### src/rtl/uart_pkg.sv
// Shared types and defaults for the buffered UART transmitter.
package uart_pkg;

  typedef enum logic [1:0] {
    IDLE,
    START,
    DATA,
    STOP
  } tx_state_t;

  localparam int DATA_BITS         = 8;
  localparam int DEFAULT_CLK_FREQ  = 50_000_000;
  localparam int DEFAULT_BAUD_RATE = 115_200;

endpackage

### src/rtl/uart_tx_fifo.sv
// Single-clock byte FIFO with registered pointers and an occupancy count.
// A write to a full FIFO is accepted only when a read happens on the same edge.
module uart_tx_fifo #(
  parameter int DEPTH = 16,
  parameter int WIDTH = 8,
  localparam int AW = $clog2(DEPTH)
) (
  input  logic             clk,
  input  logic             reset,
  input  logic             wr_en,
  input  logic [WIDTH-1:0] wr_data,
  input  logic             rd_en,
  output logic [WIDTH-1:0] rd_data,
  output logic [AW:0]      count,
  output logic             full,
  output logic             empty
);

  logic [WIDTH-1:0] mem [DEPTH];
  logic [AW-1:0]    wr_ptr;
  logic [AW-1:0]    rd_ptr;
  logic             do_wr;
  logic             do_rd;

  assign empty   = (count == '0);
  assign full    = (count == (AW+1)'(DEPTH));
  assign do_rd   = rd_en && !empty;
  assign do_wr   = wr_en && (!full || do_rd);
  // Head is read combinationally; a same-edge write lands after the old value is consumed.
  assign rd_data = mem[rd_ptr];

  always_ff @(posedge clk) begin
    if (do_wr) mem[wr_ptr] <= wr_data;
  end

  always_ff @(posedge clk or negedge reset) begin
    if (!reset) begin
      wr_ptr <= '0;
      rd_ptr <= '0;
      count  <= '0;
    end else begin
      if (do_wr) wr_ptr <= wr_ptr + 1'b1;
      if (do_rd) rd_ptr <= rd_ptr + 1'b1;
      case ({do_wr, do_rd})
        2'b10:   count <= count + 1'b1;
        2'b01:   count <= count - 1'b1;
        default: count <= count;
      endcase
    end
  end

endmodule

### src/rtl/uart_tx_buffered.sv
// 8N1 serial transmitter fed by a byte FIFO; tx is registered from the next-state decode.
module uart_tx_buffered
  import uart_pkg::*;
#(
  parameter int CLK_FREQ   = DEFAULT_CLK_FREQ,
  parameter int BAUD_RATE  = DEFAULT_BAUD_RATE,
  parameter int FIFO_DEPTH = 16
) (
  input  logic                 clk,
  input  logic                 reset,
  input  logic                 uart_en,
  input  logic [DATA_BITS-1:0] uart_tx_data,
  output logic                 tx,
  output logic                 busy,
  output logic                 fifo_full,
  output logic                 overflow,
  output tx_state_t            state_dbg
);

  localparam int CLKS_PER_BIT = CLK_FREQ / BAUD_RATE;
  localparam int CW           = $clog2(CLKS_PER_BIT);
  localparam int BW           = $clog2(DATA_BITS);
  localparam int AW           = $clog2(FIFO_DEPTH);

  tx_state_t            state, state_nxt;
  logic [CW-1:0]        baud_cnt, baud_nxt;
  logic [BW-1:0]        bit_idx, bit_nxt;
  logic [DATA_BITS-1:0] shift, shift_nxt;
  logic                 tx_nxt;

  logic [DATA_BITS-1:0] fifo_rd_data;
  logic [AW:0]          fifo_count;
  logic                 fifo_empty;
  logic                 pop;
  logic                 push_ok;
  logic                 bit_done;

  // uart_en is a fire-and-forget strobe with no ready: a byte offered while the
  // FIFO is full and not popping on that edge is dropped and latches overflow.
  assign pop      = (state == IDLE) && !fifo_empty;
  assign push_ok  = uart_en && (!fifo_full || pop);
  assign bit_done = (baud_cnt == CW'(CLKS_PER_BIT - 1));

  uart_tx_fifo #(
    .DEPTH (FIFO_DEPTH),
    .WIDTH (DATA_BITS)
  ) u_fifo (
    .clk     (clk),
    .reset   (reset),
    .wr_en   (push_ok),
    .wr_data (uart_tx_data),
    .rd_en   (pop),
    .rd_data (fifo_rd_data),
    .count   (fifo_count),
    .full    (fifo_full),
    .empty   (fifo_empty)
  );

  always_ff @(posedge clk or negedge reset) begin
    if (!reset) begin
      state    <= IDLE;
      baud_cnt <= '0;
      bit_idx  <= '0;
      shift    <= '0;
      tx       <= 1'b1;
      overflow <= 1'b0;
    end else begin
      state    <= state_nxt;
      baud_cnt <= baud_nxt;
      bit_idx  <= bit_nxt;
      shift    <= shift_nxt;
      tx       <= tx_nxt;
      if (uart_en && !push_ok) overflow <= 1'b1;
    end
  end

  always_comb begin
    state_nxt = state;
    baud_nxt  = baud_cnt;
    bit_nxt   = bit_idx;
    shift_nxt = shift;
    unique case (state)
      IDLE: begin
        baud_nxt = '0;
        if (pop) begin
          shift_nxt = fifo_rd_data;
          state_nxt = START;
        end
      end
      START: begin
        if (bit_done) begin
          baud_nxt  = '0;
          bit_nxt   = '0;
          state_nxt = DATA;
        end else begin
          baud_nxt = baud_cnt + 1'b1;
        end
      end
      DATA: begin
        if (bit_done) begin
          baud_nxt = '0;
          if (bit_idx == BW'(DATA_BITS - 1)) begin
            state_nxt = STOP;
          end else begin
            bit_nxt   = bit_idx + 1'b1;
            shift_nxt = shift >> 1;
          end
        end else begin
          baud_nxt = baud_cnt + 1'b1;
        end
      end
      STOP: begin
        if (bit_done) begin
          baud_nxt  = '0;
          state_nxt = IDLE;
        end else begin
          baud_nxt = baud_cnt + 1'b1;
        end
      end
      default: state_nxt = IDLE;
    endcase

    // Line level follows the state being entered so tx changes exactly on bit boundaries.
    unique case (state_nxt)
      START:   tx_nxt = 1'b0;
      DATA:    tx_nxt = shift_nxt[0];
      default: tx_nxt = 1'b1;
    endcase
  end

  assign busy      = (state != IDLE) || (fifo_count != '0);
  assign state_dbg = state;

endmodule

### config.mk
export PLATFORM = sky130hd
export DESIGN_NAME = uart_tx_buffered
export DESIGN_NICKNAME = d
export VERILOG_FILES = /design/src/rtl/uart_pkg.sv /design/src/rtl/uart_tx_fifo.sv /design/src/rtl/uart_tx_buffered.sv
export SDC_FILE = /design/constraint.sdc
export NUM_CORES = 1
export LEC_CHECK = 0
export BUFFER_PORTS_ARGS = -buffer_cell sky130_fd_sc_hd__buf_2
export CAP_MARGIN = 20
export CORE_ASPECT_RATIO = 1.1
export CORE_MARGIN = 1.5
export CORE_UTILIZATION = 25
export DETAILED_ROUTE_END_ITERATION = 7
export PLACE_DENSITY_LB_ADDON = 0.3
export SYNTH_ARGS = -nofsm -noshare
export SYNTH_HDL_FRONTEND = slang
export SYNTH_SLANG_ARGS = --single-unit
### constraint.sdc
create_clock -name clk -period 8.45 [get_ports clk]
set_input_delay 0.4225 -clock clk [delete_from_list [all_inputs] [get_ports clk]]
set_output_delay 0.4225 -clock clk [all_outputs]
set_load 0.005 [all_outputs]
## Word-level counts from Yosys, hierarchy flattened

Memory sizes are Yosys's and may differ from the RTL's.
Index checks and enable logic that the tools add are counted.

| cells by class | value |
|---|---|
| $add $sub $neg | 6 |
| multipliers | 0 |
| div/mod/pow operators | 0 |
| $lt $le $gt $ge | 0 |
| equality and inequality tests | 14 |
| shift-type cells | 0 |
| muxes and demuxes | 20 |
| bitwise logic cells | 0 |
| reduce and logical (&&, ||, !) cells | 21 |

Operators by type and width:

| kind | count |
|---|---|
| $mux W8 | 3 |
| $pmux W9 S2 | 1 |
| $pmux W8 S2 | 1 |
| $mux W2 | 5 |
| $pmux W5 S2 | 1 |
| $add A9 B1 Y9 const B | 1 |
| $eq A9 B9 Y1 const B | 1 |
| $mux W3 | 3 |
| $mux W9 | 1 |
| $add A4 B1 Y4 const B | 2 |
| $eq A2 B2 Y1 const B | 4 |
| $ne A2 B2 Y1 const B | 4 |
| $pmux W2 S4 | 1 |
| $reduce_and A4 Y1 | 2 |
| $reduce_bool A2 Y1 | 4 |
| $eq A2 B1 Y1 const B | 3 |
| $pmux W3 S2 | 1 |
| $add A5 B1 Y5 const B | 1 |
| $eq A5 B5 Y1 const B | 1 |
| $logic_and A1 B1 Y1 | 5 |
| $logic_not A5 Y1 | 1 |
| $reduce_bool A5 Y1 | 1 |
| $sub A5 B1 Y5 const B | 1 |
| $add A3 B1 Y3 const B | 1 |
| 7 further kinds | 12 |

| word-level totals | value |
|---|---|
| register bits | 37 |
| bits in latches | 0 |
| bits in writable memories | 128 |
| bits in read-only memories | 0 |
| output and inout bits | 6 |
| memories kept | 1 |

Memory list:

| memory | words | bits a word | rd ports | clocked after memory_dff | wr ports | RTL line | RTL |
|---|---|---|---|---|---|---|---|
| u_fifo.mem | 16 | 8 | 1 | 0 | 1 | uart_tx_fifo.sv:19 | `logic [WIDTH-1:0] mem [DEPTH];` |

## Logic depth before layout (Yosys ltp)

Gate-level depths: netlist (run 1).

| logic depth | value |
|---|---|
| depth after elaboration | 8 |
| mapped depth | 15 |

## Modules after synthesis

A second synthesis (run 1) with hierarchy kept.

| second synthesis, totals | value |
|---|---|
| cell total of the unflattened synthesis | 433 |
| area total of the unflattened synthesis | 7,058.0 um2 |

Modules (own cells, without submodules):

| module | times used | cells an instance | area each (um2) | seq. area each (um2) |
|---|---|---|---|---|
| uart_tx_fifo | 1 | 306 | 5,835.6 | 4,169.0 |
| uart_tx_buffered | 1 | 127 | 1,222.4 | 601.8 |

## Worst setup path after synthesis (run 1)

No wires, ideal clock.

| timing | value |
|---|---|
| kind | register to register |
| start | reg u_fifo.count[1] |
| end | reg u_fifo.count[4] |
| setup time | 125 ps |
| arrival | 2,715 ps |
| data required time | 8,325 ps |
| setup slack | 5,609 ps |
| stages on the path, launching flop included | 16 |
| buffers on the path | 3 |
| period minus slack after synthesis | 2,841 ps |
| cell sequence | dfrtp_1 > clkbuf_1 > nor4_2 > nand3b_1 > and2_1 > buf_2 > inv_1 > ha_1 > clkbuf_1 > xor2_1 > ha_1 > nor2b_1 > o21ai_0 > a31oi_1 > nor2_1 > xor2_1 |

| between the ends | value |
|---|---|
| longest elaborated chain between the ends | 8 |
| elaborated cells on any way between the ends | 16 |
| those cells by class | 2 x add/sub; 3 x eq/ne; 1 x mux; 10 x reduce/logical |

Ends and longest elaborated chain:

| item | RTL line | RTL |
|---|---|---|
| start, declared | uart_tx_fifo.sv:14 | `output logic [AW:0] count,` |
| start signal, assigned | uart_tx_fifo.sv:45 | `2'b10: count <= count + 1'b1;` |
| start signal, assigned | uart_tx_fifo.sv:46 | `2'b01: count <= count - 1'b1;` |
| start signal, assigned | uart_tx_fifo.sv:47 | `default: count <= count;` |
| $logic_not A5 Y1 | uart_tx_fifo.sv:25 | `assign empty = (count == '0);` |
| $logic_not A1 Y1 | uart_tx_fifo.sv:27, uart_tx_buffered.sv:40 |  |
| $logic_and A1 B1 Y1 | uart_tx_buffered.sv:40 | `assign pop = (state == IDLE) && !fifo_empty;` |
| $logic_or A1 B1 Y1 / $logic_and A1 B1 Y1 (equally long branches) | uart_tx_buffered.sv:41, uart_tx_fifo.sv:27 |  |
| $logic_and A1 B1 Y1 / $logic_or A1 B1 Y1 (equally long branches) | uart_tx_buffered.sv:41, uart_tx_fifo.sv:28 |  |
| $logic_and A1 B1 Y1 | uart_tx_fifo.sv:28 | `assign do_wr = wr_en && (!full \|\| do_rd);` |
| $eq A2 B1 Y1 / $eq A2 B2 Y1 (equally long branches) | uart_tx_fifo.sv:44 | `case ({do_wr, do_rd})` |
| $pmux W5 S2 / $reduce_bool A2 Y1 (equally long branches) | - |  |

Several ways; a longest one is shown, not always the timed one.
A chain may end at the register's enable or synchronous reset.

## Worst setup path in the final report (run 1)

| timing | value |
|---|---|
| start | reg state[0], in the netlist state_dbg[0] |
| end | reg u_fifo.count[4] |

| between the ends | value |
|---|---|
| longest elaborated chain between the ends | 7 |
| elaborated cells on any way between the ends | 11 |
| those cells by class | 2 x eq/ne; 1 x mux; 8 x reduce/logical |

Ends and longest elaborated chain:

| item | RTL line | RTL |
|---|---|---|
| start, declared | uart_tx_buffered.sv:25 | `tx_state_t state, state_nxt;` |
| start signal, assigned | uart_tx_buffered.sv:68 | `state <= state_nxt;` |
| $logic_not A2 Y1 * | uart_tx_buffered.sv:40 |  |
| $logic_and A1 B1 Y1 * | uart_tx_buffered.sv:40 |  |
| $logic_or A1 B1 Y1 / $logic_and A1 B1 Y1 (equally long branches) | uart_tx_buffered.sv:41, uart_tx_fifo.sv:27 |  |
| $logic_and A1 B1 Y1 / $logic_or A1 B1 Y1 (equally long branches) | uart_tx_buffered.sv:41, uart_tx_fifo.sv:28 |  |
| $logic_and A1 B1 Y1 | uart_tx_fifo.sv:28 |  |
| $eq A2 B1 Y1 / $eq A2 B2 Y1 (equally long branches) | uart_tx_fifo.sv:44 |  |
| $pmux W5 S2 / $reduce_bool A2 Y1 (equally long branches) | - |  |

Mark *: on every way between the ends. The rest lies on a longest branch, timed or not.

==> summary.md, run 1 <==
| Metric | Value |
|---|---|
| Sequential Power Share | 47.8% |
| CTS clk-pin slew, worst paths | 0.06 ns |
| Fin crit period | 3.135 ns |
| YS warnings | 0 |
| Post-synth EDFFs | 128 |
| Most frequent cells in the layout | 128 x edfxtp_1, 34 x dfrtp_1, 21 x nand2_1 |
| Pleak | 2.772 nW |
| PnR worst setup slack | 5.315 ns |
| Critical Path Sink | u_fifo.count[4]$_DFFE_PN0P_ |
| Starting Density | 25.37% |
| Design area | 8160 um2 |
| Chip width | 162.9 um |
| Mean post-synth cell area | 17.19 um2 |
| Dpl ws | 5.376 ns |
| CP endpoint kind | flop |
| Max cap viols | 0 |
| Sw power | 0.6202 mW |
| Fin Setup TNS | 0 ns |
| Critical-path top delay cell | dfrtp_1 |
| Htree depth | 4 |
| Hold Path Class | input pin to asynchronous set/reset pin |
| I/O pin total | 17 |
| Initial antenna violation count | 0 |
| Arrival time worst endpoint | 3.44 ns |
| GP Congestion | 0.7327 |
| Relative max-transition margin | 37.71% |
| Input/output buffers | 16 |
| Largest net degree at the start of global routing | 38 |
| CP cell instances | nor2_1 -> nand3b_1 -> and2_1 -> inv_1 -> ha_1 -> xor2_1 -> ha_1 -> nor2b_1 -> o21ai_0 -> a31oi_1 -> nor2_1 -> xor2_1 |
| Startpoint Class | flop |
| Clock Skews | 0.009037 ns |
| Register-to-Register Path Depth | 12 |
| Setup bufs post-CTS | 0 |
| Max Fclk | 0.3190 GHz |
| Fin. max-slew vios | 0 |
| Post-Syn Area | 7029 um2 |
| Clk buf depth | 2 |
| Placed Instances | 773 |
| Pwr dens | 277.1 nW/um2 |
| WP data required | 8.76 ns |
| Peak VDD IR | 0.0001689 V |
| Antenna Cells | 0 |
| Routed WL | 14,340 um |
| Yosys cell types | 51 |
| CTS tree | yes |
| R2R setup slack | 5.32 ns |
| Cells after Synth | 409 |
| Main flop type after synthesis | edfxtp_1 |
| Status | finished, final reports clean |
| Final Hold Viols | 0 |
| Area growth syn-to-layout | 16.09% |
| Max incr delay on CP | 0.66 ns |
| DP Area | 7496 um2 |
| FP Rows | 64 |
| Async SR Flop Fraction | 22.42% |
| Switching portion of total power | 27.43% |
| RSZ-0062 raised after global routing | no |
| Leading cell type in the layout, fill and taps excluded | edfxtp_1 |
| Setup violators final | 0 |
| Share of cells above drive strength 1 | 18.65% |
| Die Ht | 178.9 um |
| Fillers | 2,765 |
| CP Class | flop to flop |
| Root Driver | clkbuf_16 |
| Power share of the clock group | 35.7% |
| Crit path launch | state_dbg[0]$_DFF_PN0_ |
| Vias/cell | 4.478 |
| Fin cells | 808 |
| Worst skew pair latency | 0.43 ns |
| DR WL/cell | 17.75 um |
| TritonRoute pass-1 iters | 4 |
| First-pass GRT wire length | 22,300 um |
| Critical path fanouts, max | 16 |
| DP HPWL | 9139 um |
| Nets | 456 |
| Syn_nets | 433 |
| Period utilization | 37.10% |
| Core area | 27,710 um2 |
| # hold bufs at CTS | 0 |
| Reg2Reg Launch Point | state_dbg[0]$_DFF_PN0_ |
| Total CTS buffers | 17 |
| Vias in the first global route | 3,764 |
| GRT Total Usage | 10.45% |
| Logic pwr share | 16.6% |
| Clock sinks | 165 |
| DRT antenna net count | 0 |
| Vias after detailed routing | 3,618 |
| Initial drt markers | 287 |
| Grt total ovfl | 0 |
| FF+latch count, synth | 165 |
| Sequential area share after synthesis | 67.87% |
| Post_cts resized | 0 |
| Slew @ Worst Pin | 0.9309 ns |
| DIE AREA | 29,130 um2 |
| Critical R2R Capture | u_fifo.count[4]$_DFFE_PN0P_ |
| Int Pwr | 1.641 mW |
| DRC Markers | 0 |
==> layout make-up <==
| cell class | instances | area [um2] | area share (%) |
|---|---|---|---|
| Sequential cell | 165 | 4773 | 58.49 |
| Multi-Input combinational cell | 212 | 2106 | 25.80 |
| Tap cell | 363 | 454.2 | 5.566 |
| Clock buffer | 18 | 429.2 | 5.259 |
| Clock inverter | 14 | 188.9 | 2.315 |
| Timing Repair Buffer | 24 | 163.9 | 2.009 |
| Inverter | 12 | 45.04 | 0.5520 |
==> cells in the mapped netlist (10+ instances only) <==
cell	number	area, um2
edfxtp_1	128	3844
dfrtp_1	36	900.9
nand2_1	21	78.83
nor2_1	19	71.32
mux4_1	18	473.0
mux4_2	15	337.8
ha_1	13	162.7
a211oi_1	12	90.09
inv_1	12	45.04
and2_1	11	68.82
clkbuf_1	11	41.29
o21ai_0	10	50.05
xor2_1	10	87.58
==> critical path: cells and delay by family, from the launching register on <==
| family | cells | cell delay [ns] |
|---|---|---|
| fa+ha+maj | 2 | 0.60 |
| compound gates | 2 | 0.26 |
| simple gates | 5 | 0.88 |
| buf+inv | 1 | 0.27 |
| xor+xnor | 2 | 0.35 |
| flops | 1 | 0.66 |
==> power by group through the flow <==
stage	Sequential, mW	Combinational, mW	Clock (mW)
floorplan	1.05	0.316	0
global placement	1.09	0.374	0
detailed placement	1.09	0.380	0
CTS	1.08	0.381	0.826
global route	1.09	0.414	0.860
finish	1.08	0.375	0.807
==> layer usage <==
metal / vias to the layer above / GRT usage [%] / part of all wire (%)
met2: 65 / 17.59 / 51
li1: 1652 / - / -
met5: - / 0 / 0
met1: 1887 / 12.81 / 44
met3: 14 / 2.961 / 3.7
met4: 0 / 3.670 / 1.3
==> sequential cells by signal (all words and copies together), names as in the netlist <==
register and flops:
overflow 1, tx 1, u_fifo.wr_ptr 4, u_fifo.count 5, baud_cnt 9, bit_idx 3, u_fifo.rd_ptr 4, u_fifo.mem 128
state_dbg 2, shift 8
==> worst min path at each step <==
| stage | from | to | slack, ns |
|---|---|---|---|
| after CTS | reset | u_fifo.count[2]$_DFFE_PN0P_ | 0.13 |
| after global placement | overflow$_DFFE_PN0P_ | overflow$_DFFE_PN0P_ | 0.48 |
| after global routing | reset | u_fifo.count[2]$_DFFE_PN0P_ | 0.17 |
| final | reset | u_fifo.count[2]$_DFFE_PN0P_ | 0.12 |
| after floorplan | reset | baud_cnt[0]$_DFF_PN0_ | 0.13 |
| after detailed placement | overflow$_DFFE_PN0P_ | overflow$_DFFE_PN0P_ | 0.51 |
==> cells by family after synthesis <==
| family | after synthesis | synth area share [%] |
|---|---|---|
| muxes | 42 | 12.83 |
| buffers and inverters | 32 | 2.349 |
| DFF | 165 | 67.87 |
| adders and majority gates | 13 | 2.314 |
| and+or+nand+nor | 89 | 7.405 |
| AOI/OAI and AO/OA | 49 | 4.859 |
| xor gates and xnor gates | 19 | 2.367 |
==> per-stage QoR <==
step                      utilization (%)  hold WS [ns]  power (mW)
after floorplan                         -        0.1269       1.364
after global placement              27.05        0.4839       1.462
after detailed placement            27.05        0.5088       1.474
after CTS                           29.29        0.1261       2.287
after global routing                29.45        0.1721       2.367
final                               29.45        0.1157       2.261
Power figures use the tool's default switching activity.
==> run 2: changes to the inputs <==
==> constraint.sdc (replaced) <==
create_clock -name clk -period 2.9 [get_ports clk]
set_input_delay 0.145 -clock clk [delete_from_list [all_inputs] [get_ports clk]]
set_output_delay 0.145 -clock clk [all_outputs]
set_load 0.005 [all_outputs]
==> run 2 against run 1 <==
Clock skew increased by 0.0038 ns; cell area rose by 1.2%; global-route usage rose by 0.22 points; clock power grew to 2.9 times the previous value; critical path type unchanged.
==> summary.md, run 2 (same netlist as run 1, synthesis figures left out) <==
| Metric | Value |
|---|---|
| Final Hold Viols | 0 (unchanged) |
| CTS tree | yes |
| Reg2Reg Launch Point | u_fifo.count[1]$_DFFE_PN0P_ |
| Top Registers | u_fifo.mem x128, baud_cnt x9, shift x8 |
| Max cap viols | 0 (unchanged) |
| Critical-path top delay cell | dfrtp_1 |
| Routed WL | 14,280 um (-0.40%) |
| Max Fclk | 0.3744 GHz (+17%) |
| DRC Markers | 0 (unchanged) |
| Total chip power | 6.642 mW (+190%) |
| CP endpoint kind | flop |
| Critical R2R Capture | u_fifo.count[4]$_DFFE_PN0P_ |
| Period utilization | 92.09% (+55 points) |
| PnR worst setup slack | 0.2293 ns (-5.086 ns) |
| Dpl ws | 0.2009 ns (-5.175 ns) |
| CP Class | flop to flop |
| CTS clk-pin slew, worst paths | 0.07 ns (about the same) |
| Pwr dens | 803.9 nW/um2 (+190%) |
| Startpoint Class | flop |
| Critical path fanouts, max | 8 (-8) |
| Setup violators final | 0 (unchanged) |
| Peak VDD IR | 0.0003933 V (+130%) |
| FP Rows | 64 (unchanged) |
| Hold WS | 0.1076 ns (-0.008072 ns) |
| Worst hold endpoint | u_fifo.mem[8][2]$_DFFE_PP_ |
| Starting Density | 25.37% (unchanged) |
| Arrival time worst endpoint | 3.02 ns (-0.42 ns) |
| Share of cells above drive strength 1 | 20.22% (+1.6 points) |
| Final core occ | 29.82% (+0.37 points) |
| DP HPWL | 9236 um (+1.1%) |
| Chip width | 162.9 um (unchanged) |
| Status | finished, final reports clean |
| DIE AREA | 29,130 um2 (unchanged) |
| Nets | 466 (+2.2%) |
| Number of cells on the worst hold path | 1 |
| Initial antenna violation count | 0 (unchanged) |
| Antenna Cells | 0 (unchanged) |
| Min-delay src | uart_tx_data[2] |
| Worst skew pair latency | 0.43 ns (about the same) |
| DRT antenna net count | 0 (unchanged) |
| Relative max-transition margin | 28.35% (-9.4 points) |
| First-pass GRT wire length | 22,560 um (+1.1%) |
| Design area | 8262 um2 (+1.2%) |
| Most frequent cells in the layout | 128 x edfxtp_1, 35 x dfrtp_1, 21 x nand2_1 |
| Largest net degree at the start of global routing | 38 (unchanged) |
| Fin. max-slew vios | 0 (unchanged) |
| Fin cells | 818 (+1.2%) |
| Root Driver | clkbuf_16 |
| Vias in the first global route | 3,855 (+2.4%) |
| Crit path top cell by count | ha_1 |
| Clk buf depth | 2 (unchanged) |
| Initial drt markers | 299 (+4.2%) |
| Largest Register | u_fifo.mem |
| GRT Total Usage | 10.67% (+0.22 points) |
| Hold Path Class | input pin to flop |
| DP Area | 7615 um2 (+1.6%) |
| CP cell instances | nor4_4 -> nand2b_1 -> nand2_2 -> inv_1 -> ha_1 -> buf_4 -> ha_1 -> o211ai_1 -> a21oi_1 -> a31oi_1 -> nor2_1 -> xor2_1 |
| Max incr delay on CP | 0.47 ns (-0.19 ns) |
| I/O pin total | 17 (unchanged) |
| Area growth syn-to-layout | 17.53% |
| Grt total ovfl | 0 (unchanged) |
| WP data required | 3.25 ns (-5.51 ns) |
| Register-to-Register Path Depth | 12 (unchanged) |
| Vias after detailed routing | 3,641 (+0.64%) |
| Largest register FFs | 128 (unchanged) |
| Vias/cell | 4.451 (-0.59%) |
| Total CTS buffers | 17 (unchanged) |
| Clock sinks | 165 (unchanged) |
| Htree depth | 4 (unchanged) |
| Leading cell type in the layout, fill and taps excluded | edfxtp_1 |
| Clock Skews | 0.01285 ns (+0.003811 ns) |
| TritonRoute pass-1 iters | 5 (+1) |
| GP Congestion | 0.7290 (-0.50%) |
| DR WL/cell | 17.46 um (-1.6%) |
| Fin crit period | 2.671 ns (-0.4640 ns) |
| R2R setup slack | 0.23 ns (-5.09 ns) |
| Die Ht | 178.9 um (unchanged) |
| Pleak | 2.833 nW (+2.2%) |
| Core area | 27,710 um2 (unchanged) |
| Placed Instances | 784 (+1.4%) |
| Slew @ Worst Pin | 1.065 ns (+0.1341 ns) |
| Fin Setup TNS | 0 ns (unchanged) |
| Input/output buffers | 16 (unchanged) |
## run 2: repair_timing
item,in CTS,in global routing
resized for setup,0,1
endpoints found under the hold margin,37,0
endpoints found under the setup margin,0,1
hold buffers,2,0
buffers inserted,0,0
## run 2: how the worst max path moves through the flow
| stage | slack [ns] | end | cells after the start | startpoint |
|---|---|---|---|---|
| after floorplan | 0.06 | u_fifo.count[4]$_DFFE_PN0P_ | 15 | u_fifo.count[1]$_DFFE_PN0P_ |
| after global placement | 0.29 | u_fifo.count[4]$_DFFE_PN0P_ | 12 | u_fifo.count[1]$_DFFE_PN0P_ |
| after detailed placement | 0.20 | u_fifo.count[4]$_DFFE_PN0P_ | 12 | u_fifo.count[1]$_DFFE_PN0P_ |
| after CTS | 0.19 | u_fifo.count[4]$_DFFE_PN0P_ | 12 | u_fifo.count[1]$_DFFE_PN0P_ |
| after global routing | -0.03 | u_fifo.count[4]$_DFFE_PN0P_ | 12 | u_fifo.count[1]$_DFFE_PN0P_ |
| final | 0.23 | u_fifo.count[4]$_DFFE_PN0P_ | 12 | u_fifo.count[1]$_DFFE_PN0P_ |
## run 2: worst max-delay path, delay by kind of cell (launching register included)
kind                       cells  cell delay [ns]
AOI/OAI and AO/OA              3             0.36
xor gates and xnor gates       1             0.14
adders and majority gates      2             0.58
buffers and inverters          2             0.30
DFF                            1             0.47
and+or+nand+nor                4             0.74
## run 2: cell type report
| cell class | count | area (um2) |
|---|---|---|
| repair buffers | 34 | 257.7 |
| fillers | 2776 | 19440 |
| inverters | 12 | 45.04 |
| well taps | 363 | 454.2 |
| multi-input cells | 212 | 2115 |
| clock inverters | 15 | 192.7 |
| clock buffers | 17 | 425.4 |
| flip-flops and latches | 165 | 4772 |
## run 2: per-layer routing
metal / wire [um] / global-route usage, % / vias to the layer above / share of wire [%]
met1: 6446 / 12.92 / 1909 / 45
li1: - / - / 1675 / -
met5: 0 / 0 / - / 0
met3: 447 / 3.262 / 9 / 3.1
met2: 7238 / 17.87 / 48 / 51
met4: 150 / 3.937 / 0 / 1.1
## run 2: report_power, final
part           internal [mW]  switching, mW
Clock                   1.38          0.975
Combinational          0.558          0.549
Sequential              2.89          0.292
Total                   4.83           1.82
